## src/rtl/iq_sample_buffer_if.sv

```systemverilog
// I/Q capture and 16-bit serialized output stream bundle.
// master = decimator/consumer side, slave = the buffer.
interface iq_sample_buffer_if;
    logic        strobe_in;
    logic [15:0] i_in;
    logic [15:0] q_in;
    logic        out_ready;
    logic        out_valid;
    logic [15:0] out_data;
    logic        out_is_q;

    modport master (
        output strobe_in, i_in, q_in, out_ready,
        input  out_valid, out_data, out_is_q
    );

    modport slave (
        input  strobe_in, i_in, q_in, out_ready,
        output out_valid, out_data, out_is_q
    );
endinterface

```

## src/rtl/iq_sample_buffer.sv

```systemverilog
// Elastic buffer: captures decimated I/Q pairs, replays them as I then Q words on a valid/ready stream.
// Latency 1 cycle from strobe to first word; input cannot be back-pressured, so overflow drops and counts.
module iq_sample_buffer #(
    parameter int DEPTH  = 16,
    parameter int ADDR_W = 4
) (
    input  logic                clk,
    input  logic                reset,
    iq_sample_buffer_if.slave   bus,
    input  logic                clear_overrun,
    output logic [ADDR_W:0]     level,
    output logic                overrun_flag,
    output logic [15:0]         overrun_count
);
    typedef enum logic {PH_I, PH_Q} phase_t;

    logic [31:0]     mem_q [DEPTH];
    logic [31:0]     mem_d [DEPTH];
    logic [ADDR_W:0] wr_ptr_q, wr_ptr_d;
    logic [ADDR_W:0] rd_ptr_q, rd_ptr_d;
    phase_t          phase_q, phase_d;
    logic            ovf_flag_q, ovf_flag_d;
    logic [15:0]     ovf_cnt_q, ovf_cnt_d;

    logic        full, empty, push, drop, fire;
    logic [31:0] rd_entry;

    always_comb begin
        // Pointers carry one extra wrap bit: equal means empty, differing only in MSB means full.
        empty    = (wr_ptr_q == rd_ptr_q);
        full     = ((wr_ptr_q ^ rd_ptr_q) == {1'b1, {ADDR_W{1'b0}}});
        push     = bus.strobe_in & ~full;
        drop     = bus.strobe_in & full;
        fire     = ~empty & bus.out_ready;
        rd_entry = mem_q[rd_ptr_q[ADDR_W-1:0]];

        mem_d    = mem_q;
        wr_ptr_d = wr_ptr_q;
        rd_ptr_d = rd_ptr_q;
        phase_d  = phase_q;
        if (push) begin
            mem_d[wr_ptr_q[ADDR_W-1:0]] = {bus.i_in, bus.q_in};
            wr_ptr_d = wr_ptr_q + 1'b1;
        end
        if (fire) begin
            if (phase_q == PH_Q) begin
                rd_ptr_d = rd_ptr_q + 1'b1;
                phase_d  = PH_I;
            end else begin
                phase_d  = PH_Q;
            end
        end

        ovf_flag_d = ovf_flag_q;
        ovf_cnt_d  = ovf_cnt_q;
        if (clear_overrun) begin
            ovf_flag_d = 1'b0;
            ovf_cnt_d  = 16'h0000;
        end else if (drop) begin
            ovf_flag_d = 1'b1;
            if (ovf_cnt_q != 16'hFFFF) begin
                ovf_cnt_d = ovf_cnt_q + 16'd1;
            end
        end
    end

    always_ff @(posedge clk) begin
        if (reset) begin
            wr_ptr_q   <= '0;
            rd_ptr_q   <= '0;
            phase_q    <= PH_I;
            ovf_flag_q <= 1'b0;
            ovf_cnt_q  <= 16'h0000;
        end else begin
            wr_ptr_q   <= wr_ptr_d;
            rd_ptr_q   <= rd_ptr_d;
            phase_q    <= phase_d;
            ovf_flag_q <= ovf_flag_d;
            ovf_cnt_q  <= ovf_cnt_d;
        end
    end

    // Sample storage holds no control state, so it is left out of reset.
    always_ff @(posedge clk) begin
        mem_q <= mem_d;
    end

    assign bus.out_valid = ~empty;
    assign bus.out_is_q  = (phase_q == PH_Q);
    assign bus.out_data  = (phase_q == PH_Q) ? rd_entry[15:0] : rd_entry[31:16];
    assign level         = wr_ptr_q - rd_ptr_q;
    assign overrun_flag  = ovf_flag_q;
    assign overrun_count = ovf_cnt_q;
endmodule

```

## src/flat_wrapper.sv

```systemverilog
// flat-port wrapper written by rule: the top's interface ports become plain ports
module iq_sample_buffer_flat 
#(
    parameter int DEPTH  = 16,
    parameter int ADDR_W = 4
)
  (clk, reset, clear_overrun, level, overrun_flag, overrun_count, bus_strobe_in, bus_i_in, bus_q_in, bus_out_ready, bus_out_valid, bus_out_data, bus_out_is_q);
  iq_sample_buffer_if bus_i ();
  input  logic clk;
  input  logic reset;
  input  logic clear_overrun;
  output logic [ADDR_W:0] level;
  output logic overrun_flag;
  output logic [15:0] overrun_count;
  input wire logic [$bits(bus_i.strobe_in)-1:0] bus_strobe_in;
  input wire logic [$bits(bus_i.i_in)-1:0] bus_i_in;
  input wire logic [$bits(bus_i.q_in)-1:0] bus_q_in;
  input wire logic [$bits(bus_i.out_ready)-1:0] bus_out_ready;
  output wire logic [$bits(bus_i.out_valid)-1:0] bus_out_valid;
  output wire logic [$bits(bus_i.out_data)-1:0] bus_out_data;
  output wire logic [$bits(bus_i.out_is_q)-1:0] bus_out_is_q;
  assign bus_i.strobe_in = bus_strobe_in;
  assign bus_i.i_in = bus_i_in;
  assign bus_i.q_in = bus_q_in;
  assign bus_i.out_ready = bus_out_ready;
  assign bus_out_valid = bus_i.out_valid;
  assign bus_out_data = bus_i.out_data;
  assign bus_out_is_q = bus_i.out_is_q;
  iq_sample_buffer #(.DEPTH(DEPTH), .ADDR_W(ADDR_W)) u_core (.clk(clk), .reset(reset), .bus(bus_i), .clear_overrun(clear_overrun), .level(level), .overrun_flag(overrun_flag), .overrun_count(overrun_count));
endmodule
```

## config.mk

```make
export PLATFORM = sky130hd
export DESIGN_NAME = iq_sample_buffer_flat
export DESIGN_NICKNAME = d
export VERILOG_FILES = /design/src/rtl/iq_sample_buffer_if.sv /design/src/rtl/iq_sample_buffer.sv /design/src/flat_wrapper.sv
export SDC_FILE = /design/constraint.sdc
export NUM_CORES = 1
export LEC_CHECK = 0
export BUFFER_PORTS_ARGS = -buffer_cell sky130_fd_sc_hd__buf_2
export CELL_PAD_IN_SITES_DETAIL_PLACEMENT = 1
export CELL_PAD_IN_SITES_GLOBAL_PLACEMENT = 2
export CORE_MARGIN = 5
export CORE_UTILIZATION = 48
export DETAILED_ROUTE_END_ITERATION = 7
export GPL_ROUTABILITY_DRIVEN = 0
export GPL_TIMING_DRIVEN = 0
export PLACE_DENSITY_LB_ADDON = 0.1
export SYNTH_ARGS = -nofsm -noshare
export SYNTH_HDL_FRONTEND = slang
export SYNTH_SLANG_ARGS = --single-unit
```

## constraint.sdc

```tcl
create_clock -name clk -period 5.95 [get_ports clk]
set_input_delay 0.8925 -clock clk [delete_from_list [all_inputs] [get_ports clk]]
set_output_delay 0.8925 -clock clk [all_outputs]
set_load 0.03 [all_outputs]
```

# Word-level counts from Yosys, hierarchy flattened
# Index checks and enable logic that the tools add are counted.
totals:
  regBits: 540
  in_bits: 37
  output_inout_bits: 40
classes:
  addsub: 4
  order_cmp: 3
  eq_ne: 3
  mux: 8
  bitwise: 8
  n_reduce_logical: 4
op_table:
  columns: ["op", "count"]
  rows:
  - ["$bwmux W512", 1]
  - ["$bmux W32 S4", 1]
  - ["$demux W32 S4", 1]
  - ["$mux W32", 3]
  - ["$add A16 B1 Y16 const B", 1]
  - ["$mux W16", 1]
  - ["$ne A16 B16 Y1 const B", 1]
  - ["$add A5 B1 Y5 const B", 2]
  - ["$ge A5 B5 Y1 const B", 2]
  - ["$not A4 Y5", 2]
  - ["$eq A5 B5 Y1", 1]
  - ["$eq A5 B5 Y1 const B", 1]
  - ["$lt A5 B1 Y1 const B", 1]
  - ["$sub A5 B5 Y5", 1]
  - ["$xor A5 B5 Y5", 1]
  - ["$reduce_and A2 Y1", 2]
  - ["$and A1 B1 Y1", 3]
  - ["$not A1 Y1", 2]
  - ["$reduce_or A2 Y1", 1]
  - ["$logic_and A1 B1 Y1", 1]
  - ["$mux W1", 1]

# Depth between registers and ports, before layout
depth:
  ltp_word: 6
  mapped_depth: 8

# Least setup slack after synthesis
# Ideal clock, no wire load.
synth_timing:
  kind: "flip-flop to flip-flop"
  start: "register u_core.rd_ptr_q[1]"
  end: "register u_core.mem_q[416] (netlist bit) (enable)"
  t_arrival_ns: 3.988
  t_required_ns: 5.489
  setup_slack_ns: 1.501
  stages_incl_launch_ff: 8
  path_buffers: 1
  period_less_slack_ns: 4.449
  cell_sequence: "dfxtp_1 clkbuf_1 inv_1 ha_1 and4_2 a21boi_1 nand2_1 nor3_1"
synth_between:
  elab_chain_len: 4
synth_lines:
  columns: ["element", "line_no", "rtl"]
  rows:
  - ["start: declaration", "iq_sample_buffer.sv:20", "logic [ADDR_W:0] rd_ptr_q, rd_ptr_d;"]
  - ["start signal: assignment", "iq_sample_buffer.sv:76", "rd_ptr_q <= rd_ptr_d;"]
  - ["$xor A5 B5 Y5", "iq_sample_buffer.sv:31", "full = ((wr_ptr_q ^ rd_ptr_q) == {1'b1, {ADDR_W{1'b0}}});"]
  - ["$eq A5 B5 Y1", "iq_sample_buffer.sv:31", null]
  - ["$not A1 Y1", "iq_sample_buffer.sv:32", "push = bus.strobe_in & ~full;"]
  - ["$and A1 B1 Y1", "iq_sample_buffer.sv:32", null]
  - ["end signal: assignment", "iq_sample_buffer.sv:85", "mem_q <= mem_d;"]
  - ["end: declaration", "iq_sample_buffer.sv:17", "logic [31:0] mem_q [DEPTH];"]
# No other way between the ends.
# A chain may end at the register's enable or synchronous reset.

# Final worst setup path
layout_timing:
  start: "register u_core.rd_ptr_q[1]"
  end: "output bus_out_data[3]"
layout_between:
  elab_chain_len: 5
layout_lines:
  columns: ["element", "line_no", "rtl"]
  rows:
  - ["$not A4 Y5 (implied by the code)", "iq_sample_buffer.sv:35", "rd_entry = mem_q[rd_ptr_q[ADDR_W-1:0]];"]
  - ["$bmux W32 S4", "iq_sample_buffer.sv:35", null]
  - ["$mux W32 (implied by the code) (2 in series)", "iq_sample_buffer.sv:35", null]
  - ["$mux W16", "iq_sample_buffer.sv:90", "assign bus.out_data = (phase_q == PH_Q) ? rd_entry[15:0] : rd_entry[31:16];"]
  - ["end: declaration", "flat_wrapper.sv:20", "output wire logic [$bits(bus_i.out_data)-1:0] bus_out_data;"]
# No other way between the ends. The select of a mux whose other input is x is not followed.

==> flow_metrics.env <==
export IMPL_outcome="complete, no violations"
export IMPL_critical_path_class="reg -> out"
export IMPL_power_frac_comb_pct=5.2
export IMPL_wl_mm=55.7
export IMPL_finalSetupViolCount=0
export IMPL_fp_dieW_um=218
export IMPL_reg2reg_depth=9
export IMPL_whs_ns=0.495
export IMPL_postCtsSetupBuffers=0
export IMPL_synth_edff_count=512
export IMPL_clock_root_buffer="clkbuf_16"
export IMPL_synth_seq_area_share_pct=76.4
export IMPL_grt_pass1_vias=11800
export IMPL_grt_setup_unrepaired="no"
export IMPL_cp_required_ns=5.06
export IMPL_io_pins=77
export IMPL_pre_cts_ws_ns=1.67
export IMPL_io_buffers=76
export IMPL_switchingPower_mw=1.73
export IMPL_drt_iter0_markers=1125
export IMPL_final_common_cell="edfxtp_1"
export IMPL_endpoint_kind="primary output"
export IMPL_grt_pass1_wl_mm=82.0
export IMPL_grt_start_max_net_pins=24
export IMPL_nNetsFinal=1248
export IMPL_ys_types=48
export IMPL_max_cap_violations=0
export IMPL_post_drt_via_cell_ratio=6.07
export IMPL_syn_inst=1039
export IMPL_post_cts_resized=0
export IMPL_ys_ff_latch=540
export IMPL_swShare_pct=21.4
export IMPL_wl_per_cell_um=30.4
export IMPL_grt_use_total_pct=23.8
export IMPL_fin_crit_ns=4.87
export IMPL_dp_hpwl_mm=36.4
export IMPL_syn2layout_area_growth_pct=16.4
export IMPL_die_area_um2=47700
export IMPL_slew_headroom_pct=12.9
export IMPL_synthesis_area_um2=20900
export IMPL_yosysWarningCount=0
export IMPL_firstDrtPassIters=5
export IMPL_antenna_found_initial=4
export IMPL_stdcell_count=1830
export IMPL_final_area_um2=24300
export IMPL_drive_above_1_share_pct=24.7
export IMPL_cts_tree="done"
export IMPL_worstPathMaxFanout=10
export IMPL_core_um2=43100
export IMPL_clock_path_buffers=3
export IMPL_clk_pin_slew_ns=0.06
export IMPL_core_rowCount=76
export IMPL_grt_ovfl_total=0
export IMPL_holdBufCountCts=0
export IMPL_clock_power_share_pct=42.6
export IMPL_hold_viol_final=0
export IMPL_worst_slew_pin_slew_ns=1.29
export IMPL_max_freq_mhz=205
export IMPL_placed_cells=1728
export IMPL_cts_sinks=540
export IMPL_setup_slack_ns=1.08
export IMPL_synth_area_per_cell_um2=20.1
export IMPL_cts_max_level=2
export IMPL_ant_nets=0
export IMPL_finClkSkew_ns=0.0162
export IMPL_final_util_pct=56.4
export IMPL_p_per_area_nw_per_um2=333
export IMPL_intPower_mw=6.35
export IMPL_async_flop_share_pct=0
export IMPL_ys_flop_type="edfxtp_1"
export IMPL_maxSlewViolCount=0
export IMPL_placed_area_um2=22500
export IMPL_crit_arrival_ns=3.98
export IMPL_syn_nets=1087
export IMPL_power_frac_seq_pct=52.2
export IMPL_nFillCells=3762
export IMPL_worstSkewPairLatency_ns=0.60
export IMPL_period_share_pct=81.8
export IMPL_final_cell_mix="edfxtp_1, mux4_2, buf_2"
export IMPL_start_kind="flop"
export IMPL_tns_ns=0
export IMPL_min_delay_path_depth=2
export IMPL_die_y_um=218
export IMPL_peakVddDrop_v=0.000252
export IMPL_vias=11100
export IMPL_power_mw=8.08
export IMPL_start_util_pct=48.4
export IMPL_p_leak_nw=7.49
export IMPL_hold_class="reg -> reg"
export IMPL_drc=0
export IMPL_cts_buffers=55
## sequential cells by signal (all words and copies together), names as in the netlist
name	count
u_core.mem_q	512
u_core.bus.out_is_q	1
u_core.rd_ptr_q	5
u_core.wr_ptr_q	5
u_core.overrun_count	16
u_core.overrun_flag	1
## cells in the mapped netlist (all sizes together), types with 2 or more instances
cell / n / area share, %
edfxtp: 512 / 74
mux4: 96 / 10
mux2i: 67 / 3.2
a22oi: 48 / 1.7
a21oi: 33 / 0.79
clkbuf: 33 / 0.59
dfxtp: 28 / 2.7
nor2: 27 / 0.49
buf: 24 / 0.56
a211oi: 16 / 0.58
o221ai: 16 / 0.67
o22ai: 16 / 0.48
nand2: 11 / 0.20
ha: 10 / 0.60
inv: 10 / 0.18
or4: 9 / 0.34
o21ai: 8 / 0.19
o31ai: 8 / 0.29
nand3: 7 / 0.17
or3: 7 / 0.22
nand4: 6 / 0.18
xnor2: 6 / 0.25
xor2: 6 / 0.25
and3: 5 / 0.15
nor3: 4 / 0.096
o2111ai: 3 / 0.13
o211ai: 3 / 0.11
a21o: 2 / 0.072
and4: 2 / 0.090
nand2b: 2 / 0.060
nand3b: 2 / 0.072
nor4: 2 / 0.060
## cells by family after synthesis
group                    after synthesis  share of synthesized area [%]
flip-flops                           540                           76.4
multiplexers                         163                           13.6
AO/OA/AOI/OAI                        159                           5.28
AND/OR/NAND/NOR                       87                           2.24
buffers and inverters                 67                           1.34
XOR/XNOR                              12                          0.504
adder cells (fa/ha/maj)               11                          0.696
## layout make-up
cell class                 count  area (um2)  share of cell area [%]
antenna                        1        2.50                  0.0103
buffer                        57         241                   0.994
clock buffer                  71        1480                    6.09
clock inverter                30         307                    1.26
inverter                      10        37.5                   0.155
multi-input combinational    432        4760                    19.6
sequential                   540       15900                    65.6
tap                          585         732                    3.01
timing repair buffer         104         797                    3.28
## critical path, stage by stage (launching register included)
cell and delay [ns]:
dfxtp_1 0.34, clkbuf_1 0.29, clkbuf_1 0.41, nor2_1 0.47
clkbuf_1 0.81, a21oi_1 0.41, a22oi_1 0.38, buf_2 0.26
## power groups by stage
stage                     registers [mW]  clock network [mW]  logic [mW]
after global routing                4.22                3.69       0.447
final                               4.22                3.44       0.417
after CTS                           4.22                3.50       0.423
after floorplan                     4.30                   0       0.220
after detailed placement            4.30                   0       0.421
after global placement              4.30                   0       0.393
## worst paths after layout
path	end	from	slack [ns]
max	bus_out_data[3]	u_core.rd_ptr_q[1]$_SDFFE_PP0P_	1.08
min reg2reg	u_core.overrun_flag$_SDFFE_PP0P_	u_core.overrun_flag$_SDFFE_PP0P_	0.49
min	u_core.overrun_flag$_SDFFE_PP0P_	u_core.overrun_flag$_SDFFE_PP0P_	0.49
max reg2reg	u_core.mem_q[509]$_DFFE_PP_	u_core.rd_ptr_q[1]$_SDFFE_PP0P_	2.08
## per-layer routing
layer  vias to the layer above  global-route usage (%)  share of wire [%]
li1                       4692                       -                  -
met1                      5949                    33.1                 42
met2                       386                    39.1                 50
met3                        84                    5.15                6.8
met4                         6                    5.34                2.0
met5                         -                       0              0.072
No activity file was read; power rests on OpenSTA's default activity.
